[src/rtl/dspba_flow_ctrl_pkg.sv]
// Shared defaults, FIFO status encoding and helpers for the pipe flow controller.
// Optional feature macro used by the top: DSPBA_PIPE_FLOW_CTRL_ENA_GATE_EN.
package dspba_flow_ctrl_pkg;

    localparam int DEFAULT_WIDTH      = 8;
    localparam int DEFAULT_DEPTH      = 3;
    localparam int DEFAULT_FIFO_DEPTH = 4;

    typedef enum logic [1:0] {
        EMPTY,
        PARTIAL,
        FULL
    } fifo_status_e;

    // Pointer widths must stay at least one bit even for a single-entry FIFO.
    function automatic int clog2_safe(input int n);
        int r;
        r = $clog2(n);
        return (r < 1) ? 1 : r;
    endfunction

endpackage

[src/rtl/dspba_flow_fifo_ver.sv]
// Register-based circular skid FIFO with show-ahead output and synchronous reset.
// Pointers wrap at FIFO_DEPTH, so the depth need not be a power of two.
module dspba_flow_fifo_ver
    import dspba_flow_ctrl_pkg::*;
#(
    parameter int WIDTH      = DEFAULT_WIDTH,
    parameter int FIFO_DEPTH = DEFAULT_FIFO_DEPTH,
    localparam int CNT_W     = $clog2(FIFO_DEPTH + 1)
) (
    input  logic             i_clk,
    input  logic             i_aclr,
    input  logic             i_push,
    input  logic [WIDTH-1:0] i_push_data,
    input  logic             i_pop,
    output logic             o_valid,
    output logic [WIDTH-1:0] o_data,
    output logic [CNT_W-1:0] o_count
);

    localparam int PTR_W = clog2_safe(FIFO_DEPTH);
    localparam logic [PTR_W-1:0] LAST_PTR = PTR_W'(FIFO_DEPTH - 1);

    logic [WIDTH-1:0] r_mem [FIFO_DEPTH];
    logic [PTR_W-1:0] r_wr_ptr;
    logic [PTR_W-1:0] r_rd_ptr;
    logic [CNT_W-1:0] r_count;
    fifo_status_e     w_status;

    always_ff @(posedge i_clk) begin
        if (i_aclr) begin
            r_wr_ptr <= '0;
            r_rd_ptr <= '0;
            r_count  <= '0;
        end else begin
            if (i_push) begin
                r_wr_ptr <= (r_wr_ptr == LAST_PTR) ? '0 : r_wr_ptr + PTR_W'(1);
            end
            if (i_pop) begin
                r_rd_ptr <= (r_rd_ptr == LAST_PTR) ? '0 : r_rd_ptr + PTR_W'(1);
            end
            r_count <= r_count + CNT_W'(i_push) - CNT_W'(i_pop);
        end
    end

    always_ff @(posedge i_clk) begin
        if (i_push) begin
            r_mem[r_wr_ptr] <= i_push_data;
        end
    end

    always_comb begin
        w_status = PARTIAL;
        if (r_count == '0) begin
            w_status = EMPTY;
        end else if (r_count == CNT_W'(FIFO_DEPTH)) begin
            w_status = FULL;
        end
    end

    assign o_valid = (r_count != '0);
    assign o_data  = r_mem[r_rd_ptr];
    assign o_count = r_count;

    // Credits upstream make these impossible; a hit means the credit logic is broken.
    a_no_overflow: assert property (@(posedge i_clk) disable iff (i_aclr)
        !(i_push && !i_pop && (w_status == FULL)));
    a_no_underflow: assert property (@(posedge i_clk) disable iff (i_aclr)
        !(i_pop && (w_status == EMPTY)));
    c_full_push_pop: cover property (@(posedge i_clk) disable iff (i_aclr)
        (w_status == FULL) && i_push && i_pop);

endmodule

[src/rtl/dspba_pipe_flow_ctrl_ver.sv]
// Valid/ready flow controller around an enable-gated fixed-latency datapath.
// Define DSPBA_PIPE_FLOW_CTRL_ENA_GATE_EN to gate dp_ena off when no tokens are in flight.
module dspba_pipe_flow_ctrl_ver
    import dspba_flow_ctrl_pkg::*;
#(
    parameter int WIDTH      = DEFAULT_WIDTH,
    parameter int DEPTH      = DEFAULT_DEPTH,
    parameter int FIFO_DEPTH = DEFAULT_FIFO_DEPTH,
    localparam int CNT_W     = $clog2(FIFO_DEPTH + 1)
) (
    input  logic             clk,
    input  logic             aclr,
    input  logic             in_valid,
    output logic             in_ready,
    output logic             dp_ena,
    input  logic [WIDTH-1:0] dp_xout,
    output logic             out_valid,
    input  logic             out_ready,
    output logic [WIDTH-1:0] out_data,
    output logic [CNT_W-1:0] occupancy
);

    logic             w_dp_ena;
    logic             w_accept;
    logic             w_pop;
    logic             w_push;
    logic             w_fifo_valid;
    logic [WIDTH-1:0] w_fifo_data;
    logic [CNT_W-1:0] w_fifo_count;
    logic [CNT_W-1:0] r_occ;

`ifdef DSPBA_PIPE_FLOW_CTRL_ENA_GATE_EN
    logic w_vld_any;
    assign w_dp_ena = !aclr && (in_valid || w_vld_any);
`else
    assign w_dp_ena = 1'b1;
`endif

    // in_ready only looks at credits; accept also needs dp_ena so a frozen datapath never takes a sample.
    assign dp_ena    = w_dp_ena;
    assign in_ready  = !aclr && (r_occ < CNT_W'(FIFO_DEPTH));
    assign w_accept  = in_valid && in_ready && w_dp_ena;
    assign out_valid = !aclr && w_fifo_valid;
    assign w_pop     = out_valid && out_ready;
    assign out_data  = w_fifo_data;
    assign occupancy = aclr ? '0 : r_occ;

    always_ff @(posedge clk) begin
        if (aclr) begin
            r_occ <= '0;
        end else begin
            r_occ <= r_occ + CNT_W'(w_accept) - CNT_W'(w_pop);
        end
    end

    generate
        if (DEPTH > 0) begin : g_tokens
            logic [DEPTH-1:0] r_vld;

            always_ff @(posedge clk) begin
                if (aclr) begin
                    r_vld <= '0;
                end else if (w_dp_ena) begin
                    r_vld[0] <= w_accept;
                    for (int i = 1; i < DEPTH; i++) begin
                        r_vld[i] <= r_vld[i-1];
                    end
                end
            end

            assign w_push = r_vld[DEPTH-1] && w_dp_ena;
`ifdef DSPBA_PIPE_FLOW_CTRL_ENA_GATE_EN
            assign w_vld_any = |r_vld;
`endif
        end else begin : g_comb
            assign w_push = w_accept;
`ifdef DSPBA_PIPE_FLOW_CTRL_ENA_GATE_EN
            assign w_vld_any = 1'b0;
`endif
        end
    endgenerate

    dspba_flow_fifo_ver #(
        .WIDTH      (WIDTH),
        .FIFO_DEPTH (FIFO_DEPTH)
    ) u_fifo (
        .i_clk       (clk),
        .i_aclr      (aclr),
        .i_push      (w_push),
        .i_push_data (dp_xout),
        .i_pop       (w_pop),
        .o_valid     (w_fifo_valid),
        .o_data      (w_fifo_data),
        .o_count     (w_fifo_count)
    );

    a_occ_covers_fifo: assert property (@(posedge clk) disable iff (aclr)
        (r_occ >= w_fifo_count) && (r_occ <= CNT_W'(FIFO_DEPTH)));

endmodule

[config.mk]
export PLATFORM = sky130hd
export DESIGN_NAME = dspba_pipe_flow_ctrl_ver
export DESIGN_NICKNAME = d
export VERILOG_FILES = /design/src/rtl/dspba_flow_ctrl_pkg.sv /design/src/rtl/dspba_flow_fifo_ver.sv /design/src/rtl/dspba_pipe_flow_ctrl_ver.sv
export SDC_FILE = /design/constraint.sdc
export NUM_CORES = 1
export LEC_CHECK = 0
export BUFFER_PORTS_ARGS = -buffer_cell sky130_fd_sc_hd__buf_2
export CORE_MARGIN = 8
export CORE_UTILIZATION = 40
export DETAILED_ROUTE_END_ITERATION = 7
export PLACE_DENSITY = 0.63
export SYNTH_ARGS = -nofsm -noshare
export SYNTH_HDL_FRONTEND = slang
export SYNTH_SLANG_ARGS = --single-unit
[constraint.sdc]
create_clock -name clk -period 2.1 [get_ports clk]
set_input_delay 0.105 -clock clk [delete_from_list [all_inputs] [get_ports clk]]
set_output_delay 0.105 -clock clk [all_outputs]
set_load 0.01 [all_outputs]
After elaboration in Yosys (flattened, before gate mapping)
Memories as Yosys holds them, arrays and structs flattened. A register that Yosys moved wholly into a read port is not among the register bits.
Cells that the tools add are included.
{"block": "word_totals", "mem_bits_rw": 32, "register_bits": 13, "output_inout_bits": 14, "n_memories": 1, "romBits": 0, "latch_bits": 0, "inputBits": 12}
{"name": "u_fifo.r_mem", "depth": 4, "word_bits": 8, "read_ports": 1, "rd_ports_with_merged_regs": 1, "wr": 1, "line": "dspba_flow_fifo_ver.sv:23", "source": "logic [WIDTH-1:0] r_mem [FIFO_DEPTH];"}
{"block": "op_classes", "bitwise_logic": 0, "reduce_logical": 6, "order_cmp": 1, "n_shift": 0, "n_div": 0, "n_eq_ne": 2, "n_mux": 7, "mul": 0, "add_sub_neg": 6}
{"cell": "2-bit two-way mux", "n": 4}
{"cell": "3-bit by 1-bit adder with 3-bit output", "n": 2}
{"cell": "3-bit by 1-bit subtractor with 3-bit output", "n": 2}
{"cell": "2-bit by 1-bit adder with 2-bit output (second input constant)", "n": 2}
{"cell": "2-bit == test (second input constant)", "n": 2}
{"cell": "1-bit logical AND", "n": 4}
{"cell": "3-bit less-than comparator (second input constant)", "n": 1}
{"cell": "3-bit two-way mux", "n": 1}
{"cell": "3-bit nonzero test", "n": 1}
{"cell": "1-bit two-way mux", "n": 2}
{"cell": "1-bit zero test", "n": 1}

Logic depth before layout (Yosys ltp)
Gate-level depths: netlist (run 1).
{"block": "logic_depth", "ltp_word": 5, "depth_mapped": 9, "mapped_depth_nobuf": 9}

Cells and area by module
A second synthesis (run 1) with hierarchy kept.
{"block": "unflattened", "hier_cells": 112, "area_unflattened_um2": 1880.6}
{"mod": "dspba_flow_fifo_ver", "cells_per_inst": 83, "area_each_um2": 1599.0, "n_inst": 1}
{"mod": "dspba_pipe_flow_ctrl_ver", "cells_per_inst": 29, "area_each_um2": 281.5, "n_inst": 1}

Worst setup path before layout (run 1)
Ideal clock, no wire load.
{"block": "synth_path", "path_type": "register to register", "start": "register u_fifo.r_count[1], in the netlist u_fifo.o_count[1]", "end": "register r_occ[2]", "arrival_time_ns": 1.924, "path_stages_with_launch": 10, "path_buffers": 0, "path_slack_ns": 0.049, "path_cell_list": "dfxtp_1 -> nor3_2 -> nor3b_4 -> ha_1 -> inv_1 -> ha_1 -> fa_1 -> xnor2_1 -> xnor2_1 -> nor2_1"}
{"block": "synth_via", "elab_chain_len": 4}
{"element": "start: declaration", "line": "dspba_flow_fifo_ver.sv:26", "source": "logic [CNT_W-1:0] r_count;"}
{"element": "start signal: assignment", "line": "dspba_flow_fifo_ver.sv:41", "source": "r_count <= r_count + CNT_W'(i_push) - CNT_W'(i_pop);"}
{"element": "3-bit nonzero test", "line": "dspba_flow_fifo_ver.sv:60", "source": "assign o_valid = (r_count != '0);"}
{"element": "1-bit logical AND", "line": "dspba_pipe_flow_ctrl_ver.sv:43", "source": "assign out_valid = !aclr && w_fifo_valid;"}
{"element": "1-bit logical AND", "line": "dspba_pipe_flow_ctrl_ver.sv:44", "source": "assign w_pop = out_valid && out_ready;"}
{"element": "named net u_fifo.i_pop", "line": "dspba_flow_fifo_ver.sv:14", "source": "input logic i_pop,"}
{"element": "3-bit by 1-bit subtractor with 3-bit output", "line": "dspba_pipe_flow_ctrl_ver.sv:52", "source": "r_occ <= r_occ + CNT_W'(w_accept) - CNT_W'(w_pop);"}
{"element": "end signal: assignment", "line": "dspba_pipe_flow_ctrl_ver.sv:52"}
{"element": "end: declaration", "line": "dspba_pipe_flow_ctrl_ver.sv:30", "source": "logic [CNT_W-1:0] r_occ;"}
The timed path passes the listed nets, and every way through them passes these cells.
A chain may end at the register's enable or synchronous reset.

Worst setup path after layout (run 1)
{"block": "layout_path", "start": "register u_fifo.r_count[2], in the netlist u_fifo.o_count[2]", "end": "register r_occ[2]"}
Same word-level chain as after synthesis.

==> reports/qor.csv, run 1 <==
stage,metric,value,unit
grt,pin count of the biggest net entering global routing,18,
clocking,CTS tree,done,
setup_path,Critical Path End Type,flip-flop,
cells_and_area,antenna fix cells,0,
pwr,power share of the combinational group,20.9,%
placed_design,"Cell Area, Placed",2100,um2
setup_path,worst path cell trace,nor3_4 > nor3b_4 > ha_1 > inv_1 > ha_1 > fa_2 > xnor2_2 > xnor2_1 > nor2_1,
logic_synthesis,#FFs+latches synth,47,
pwr,clock share of power,28.9,%
clocking,clock buffer depth,2,
floorplanning,number of core rows,25,
floorplanning,core area,4690,um2
timing,Slew headroom,62.2,%
placed_design,Final HPWL DP,2.16,mm
timing,Pins Over Slew Limit,0,
logic_synthesis,synthesized area,1930,um2
cells_and_area,Final Cell Area,2240,um2
logic_synthesis,synth unique cells,22,
routing,M1 wire length,1.33,mm
routing,initial DRC count,34,
placed_design,Port Buffers,24,
pwr,Sequential Power Share,50.3,%
logic_synthesis,Post-Syn Nets,139,
timing,Hold Fails Final Rpt,0,
logic_synthesis,share of the synthesized area in the top cell type,49.7,%
grt,initial antenna violation count,0,
hold_path,worst min path class,input pin to flip-flop,
logic_synthesis,synth top area cells,"edfxtp_1 (50%), dfxtp_1 (16%), mux4_2 (9.3%)",
cells_and_area,Util after Layout,47.7,%
setup_path,critical path class,flip-flop to flip-flop,
floorplanning,Die Ht,85.5,um
clocking,clk sink count,47,
routing,routed wl met2,1.54,mm
pwr,Power per Cell Area,1010,nW/um2
clocking,CTS Hold Bufs,0,
clocking,CTS clock-pin slew for the worst setup and hold paths,0.08,ns
floorplanning,Die X,85.5,um
timing,# setup viols final,0,
timing,fmax,495,MHz
logic_synthesis,Syn Area/Cell,16.5,um2
pwr,Sw Pwr,580,uW
clocking,Root Buffer,clkbuf_8,
routing,met3 wire length,188,um
timing,RSZ-0062 raised after global routing,yes,
setup_path,crit-path max FO,2,
pwr,Max IR drop VDD,0.470,mV
routing,top sig layer,met4,
clocking,H-tree Lvls,2,
outcome,outcome,finished clean,
grt,vias in the first global route,1078,
clocking,Post-CTS Setup Repair Bufs,0,
setup_path,CP peak stage delay,0.36,ns
floorplanning,initial core utilization,41.2,%
pwr,switch share,25.6,%
routing,DRC,0,
cells_and_area,Layout Area Growth over Synthesis,15.7,%
cells_and_area,share of cells above drive strength 1,36.3,%
routing,Avg WL per Cell,15.5,um
floorplanning,die area,7310,um2
clocking,total CTS buffers,5,
timing,WHS,0.0185,ns
setup_path,CP arrival,2.21,ns
job,Max-Cap Viols,0,
clocking,clk_lat worst skew,0.30,ns
setup_path,Critical path origin,u_fifo.o_count[2],
cells_and_area,# fillers,418,
logic_synthesis,cell taking the most area after synthesis,edfxtp_1,
setup_path,Crit-path slowest cell,fa_2,
grt,first-pass GRT wire length,5.08,mm
routing,Via-to-Cell Ratio,4.90,
routing,Detailed Routing Iterations Pass 1,4,
logic_synthesis,Post-Syn Instances,117,
hold_path,min-delay src,in_valid,
routing,WL final,3.10,mm
logic_synthesis,sequential-to-total area share from yosys stat,65.3,%
setup_path,CP required,2.29,ns
routing,via count,980,
grt,GRT overflow,0,
timing,Tcrit/Tclk final,96.2,%
pwr,LEAKAGE,0.000854,uW
setup_path,crit-path most repeated cell,ha_1,
floorplanning,num ports,26,
setup_path,r2r startpoint,u_fifo.o_count[2],
cells_and_area,nets,167,
timing,setup TNS,0,ns
timing,worst setup margin,0.0798,ns
placed_design,Placement Setup Slack,-0.0625,ns
logic_synthesis,warnings from Yosys,0,
timing,Final Critical Period,2.02,ns
placed_design,Placer Congestion,0.711,
pwr,Pint,1680,uW
timing,skew final,0.00453,ns
routing,antenna-violating nets left,0,
timing,worst-margin pin slew,0.567,ns
grt,Overall Global Routing Usage,9.23,%
setup_path,critical path launch point type,flip-flop,
==> layout by cell type, fill, tap and decap left out, types with 2 or more instances in the layout <==
master    synthesis  final
ha_1              8      8
edfxtp_1         32     32
mux2i_1           2      2
xor2_1            2      2
nor2b_1           8      8
mux4_2            8      8
xnor2_1           3      2
dfxtp_1          15     12
buf_2             1     24
inv_1             7      7
nor2_1           11     11
mux2_4            4      4
clkbuf_8          0      5
buf_4             1      2
dfxtp_2           0      3
and2_1            6      6
==> per-layer routing <==
| layer | track usage [%] | up-vias |
|---|---|---|
| met5 | 0 | - |
| met1 | 9.46 | 484 |
| li1 | - | 465 |
| met3 | 3.72 | 5 |
| met4 | 4.30 | 0 |
| met2 | 16.1 | 26 |
==> final cells by class <==
| type | count | area, um2 | share of cell area (%) |
|---|---|---|---|
| clock inverter | 3 | 43.8 | 1.96 |
| sequential | 47 | 1260 | 56.6 |
| timing repair buffer | 26 | 135 | 6.04 |
| inverter | 7 | 26.3 | 1.18 |
| clock buffer | 5 | 68.8 | 3.08 |
| multi-input combinational | 58 | 629 | 28.1 |
| tap | 54 | 67.6 | 3.02 |
==> logic make-up (layout without fill, tap and decap cells) <==
kind of cell,Yosys count,after routing,synth area share [%]
multiplexers,14,14,13.5
other,1,1,0.194
flip-flops,47,47,65.3
XOR/XNOR,5,5,2.27
AND/OR/NAND/NOR,28,28,8.55
buffers and inverters,12,41,2.98
adder cells (fa/ha/maj),10,10,7.25
==> registers in the layout, summed over array words and instances (netlist names), named ones only <==
signal           count
u_fifo.r_rd_ptr      2
u_fifo.r_mem        32
u_fifo.r_wr_ptr      2
u_fifo.o_count       3
g_tokens.r_vld       3
r_occ                3
==> repair_timing <==
item / in CTS / in global routing
setup endpoints to repair: 1 / 2
pin swaps: 1 / 2
resized for setup: 2 / 4
==> Yosys cell counts <==
library cell,n
buf_4,1
xor2_1,2
mux2_4,4
buf_1,1
nor2_1,11
nor3b_4,1
buf_6,1
edfxtp_1,32
inv_1,7
nor2b_1,8
ha_1,8
nor3_2,1
xnor2_1,3
and2_1,6
conb_1,1
mux2i_1,2
buf_2,1
mux4_2,8
dfxtp_1,15
clkbuf_1,1
and2b_1,1
fa_1,2
==> stage by stage <==
step,total power (uW),cells
6_report,2260,200
5_1_grt,2400,200
4_1_cts,2290,200
3_5_place_dp,1600,192
3_3_place_gp,1580,192
2_1_floorplan,1470,117
==> worst max-delay path, delay by kind of cell, from the launching register on <==
kind | cells | cell delay (ns)
buf+inv | 1 | 0.04
fa+ha+maj | 3 | 0.84
xor+xnor | 2 | 0.35
flops | 1 | 0.34
simple gates | 3 | 0.35
==> path summary, 6_finish.rpt <==
check,endpoint,slack [ns],cells after the start
worst max-delay path,r_occ[2],0.08,9
worst min-delay path,g_tokens.r_vld[0],0.02,2
worst max register to register,r_occ[2],0.08,9
worst min register to register,g_tokens.r_vld[2],0.44,1
==> power groups by stage <==
stage                     clock (uW)  combinational, uW  sequential, uW
after global routing             712                535            1150
after CTS                        674                479            1140
after global placement             0                432            1150
after floorplan                    0                372            1100
final                            653                472            1140
after detailed placement           0                455            1150
No activity file was read; power rests on OpenSTA's default activity.
==> run 2, diff against run 1 <==
--- a/config.mk
+++ b/config.mk
@@ -6,10 +6,12 @@
 export NUM_CORES = 1
 export LEC_CHECK = 0
 export BUFFER_PORTS_ARGS = -buffer_cell sky130_fd_sc_hd__buf_2
+export CELL_PAD_IN_SITES_DETAIL_PLACEMENT = 0
+export CELL_PAD_IN_SITES_GLOBAL_PLACEMENT = 1
 export CORE_MARGIN = 8
 export CORE_UTILIZATION = 40
 export DETAILED_ROUTE_END_ITERATION = 7
-export PLACE_DENSITY = 0.63
+export PLACE_DENSITY = 0.72
 export SYNTH_ARGS = -nofsm -noshare
 export SYNTH_HDL_FRONTEND = slang
 export SYNTH_SLANG_ARGS = --single-unit
==> run 2 against run 1 <==
Net effect:
- worst hold slack got worse by 0.0050 ns
- count of clock-buffer cells in the layout stayed put
- sequential power fell by 4%
- critical endpoint unchanged
==> reports/qor.csv, run 2 (synthesized netlist as in run 1, its figures left out) <==
stage,metric,value,unit,change
clocking,clk sink count,47,,unchanged
cells_and_area,share of cells above drive strength 1,33.8,%,was 36.3%
clocking,Post-CTS Setup Repair Bufs,0,,unchanged
timing,Final Critical Period,1.99,ns,was 2.02 ns
floorplanning,number of core rows,25,,unchanged
setup_path,CP required,2.29,ns,about the same
routing,WL final,2.96,mm,was 3.10 mm
grt,initial antenna violation count,0,,unchanged
clocking,clk_lat worst skew,0.30,ns,about the same
routing,Avg WL per Cell,14.7,um,was 15.5 um
clocking,H-tree Lvls,2,,unchanged
routing,antenna-violating nets left,0,,unchanged
floorplanning,num ports,26,,unchanged
setup_path,reg2reg path depth,9,,unchanged
clocking,clock buffer depth,2,,unchanged
setup_path,CP arrival,2.18,ns,was 2.21 ns
clocking,CTS clock-pin slew for the worst setup and hold paths,0.09,ns,was 0.08 ns
cells_and_area,Layout Area Growth over Synthesis,15.9,%,was 15.7%
clocking,Root Buffer,clkbuf_8,,unchanged
placed_design,Placer Congestion,0.695,,was 0.711
grt,first-pass GRT wire length,4.90,mm,was 5.08 mm
cells_and_area,nets,169,,was 167
routing,via count,974,,was 980
setup_path,critical path endpoint,r_occ[2],,unchanged
floorplanning,Die X,85.5,um,unchanged
timing,skew final,0.00814,ns,was 0.00453 ns
grt,pin count of the biggest net entering global routing,18,,unchanged
clocking,CTS tree,done,,unchanged
setup_path,Critical Path End Type,flip-flop,,unchanged
routing,Detailed Routing Iterations Pass 1,4,,unchanged
clocking,total CTS buffers,5,,unchanged
routing,initial DRC count,57,,was 34
hold_path,hold depth,1,,was 2
setup_path,R2R Setup Slk,0.11,ns,was 0.08 ns
placed_design,Final HPWL DP,2.08,mm,was 2.16 mm
placed_design,placed insts,194,,was 192
cells_and_area,Biggest register,u_fifo.r_mem,,unchanged
grt,vias in the first global route,1051,,was 1078
timing,Hold Fails Final Rpt,0,,unchanged
hold_path,worst min path class,input pin to flip-flop,,unchanged
cells_and_area,Post-Layout Cell Count,202,,was 200
cells_and_area,max reg flops,32,,unchanged
pwr,LEAKAGE,0.000853,uW,was 0.000854 uW
cells_and_area,antenna fix cells,0,,unchanged
grt,GRT overflow,0,,unchanged
pwr,Max IR drop VDD,0.484,mV,was 0.470 mV
job,Max-Cap Viols,0,,unchanged
routing,DRC,0,,unchanged
setup_path,R2R Path End,r_occ[2],,unchanged
timing,setup TNS,0,ns,unchanged
setup_path,r2r startpoint,u_fifo.o_count[1],,was u_fifo.o_count[2]
floorplanning,Die Ht,85.5,um,unchanged
floorplanning,initial core utilization,41.2,%,unchanged
cells_and_area,"most common cell after layout, fill and taps aside",edfxtp_1,,unchanged
setup_path,critical path launch point type,flip-flop,,unchanged
timing,Tcrit/Tclk final,94.9,%,was 96.2%
routing,Via-to-Cell Ratio,4.82,,was 4.90
placed_design,Port Buffers,24,,unchanged
outcome,outcome,finished clean,,unchanged
cells_and_area,most frequent cells in the layout,"edfxtp_1 (32), buf_2 (24), dfxtp_1 (15)",,"was edfxtp_1 (32), buf_2 (24), dfxtp_1 (12)"
pwr,Power per Cell Area,1010,nW/um2,about the same
setup_path,crit-path max FO,2,,unchanged
grt,Overall Global Routing Usage,8.66,%,was 9.23%
floorplanning,die area,7310,um2,unchanged
setup_path,Critical path origin,u_fifo.o_count[1],,was u_fifo.o_count[2]
setup_path,critical path class,flip-flop to flip-flop,,unchanged
timing,fmax,502,MHz,was 495 MHz
floorplanning,core area,4690,um2,unchanged
timing,RSZ-0062 raised after global routing,no,,was yes
timing,# setup viols final,0,,unchanged
timing,Pins Over Slew Limit,0,,unchanged
-- run 2: power by group --
part / switching (uW) / internal, uW / leakage, uW
sequential: 45.4 / 1050 / 0.000411
combinational: 222 / 275 / 0.000387
clock: 314 / 359 / 0.0000548
-- run 2: worst max-delay path, cell delays in order, from the launching register on --
cell and delay [ns]:
dfxtp_1 0.34, nor3_4 0.24, nor3b_4 0.07, ha_1 0.27, inv_1 0.04, ha_1 0.20
fa_1 0.38, xnor2_1 0.18, xnor2_1 0.13, nor2_1 0.05
-- run 2: how the worst min path moves through the flow --
stage / from / endpoint
2_1_floorplan: dp_xout[0] / u_fifo.r_mem[0][0]
3_3_place_gp: dp_xout[5] / u_fifo.r_mem[0][5]
3_5_place_dp: in_valid / g_tokens.r_vld[0]
4_1_cts: dp_xout[5] / u_fifo.r_mem[0][5]
5_1_grt: dp_xout[5] / u_fifo.r_mem[0][5]
6_report: dp_xout[5] / u_fifo.r_mem[0][5]
-- run 2: final cells by class --
class	count	area, um2
Sequential cell	47	1260
Fill cell	410	2450
Tap cell	54	67.6
Multi-Input combinational cell	58	619
Timing Repair Buffer	28	150
Clock buffer	5	68.8
Inverter	7	26.3
Clock inverter	3	46.3
-- run 2: through the flow --
| step | hold slack [ns] | util, % | setup WS (ns) | instance area, um2 | power [uW] |
|---|---|---|---|---|---|
| after floorplan | 0.204 | - | 0.0488 | 1930 | 1470 |
| after global placement | 0.315 | 45.1 | 0.117 | 2120 | 1600 |
| after detailed placement | 0.327 | 45.1 | 0.0726 | 2120 | 1610 |
| after CTS | 0.00692 | 47.6 | 0.0430 | 2230 | 2290 |
| after global routing | 0.00366 | 47.7 | 0.00210 | 2240 | 2380 |
| final | 0.0135 | 47.7 | 0.108 | 2240 | 2260 |
-- run 2: metal layers --
metal / global-route usage (%) / share of wire, %
met4: 5.25 / 2.2
met1: 9.56 / 46
met2: 14.3 / 47
met5: 0 / 0
met3: 2.67 / 4.6
-- run 2: repair_timing --
| item | 4_1_cts | 5_1_grt |
|---|---|---|
| gates resized for setup | 0 | 1 |
| hold endpoints to repair | 0 | 0 |
| endpoints found under the setup margin | 0 | 1 |
| hold buffers | 0 | 0 |
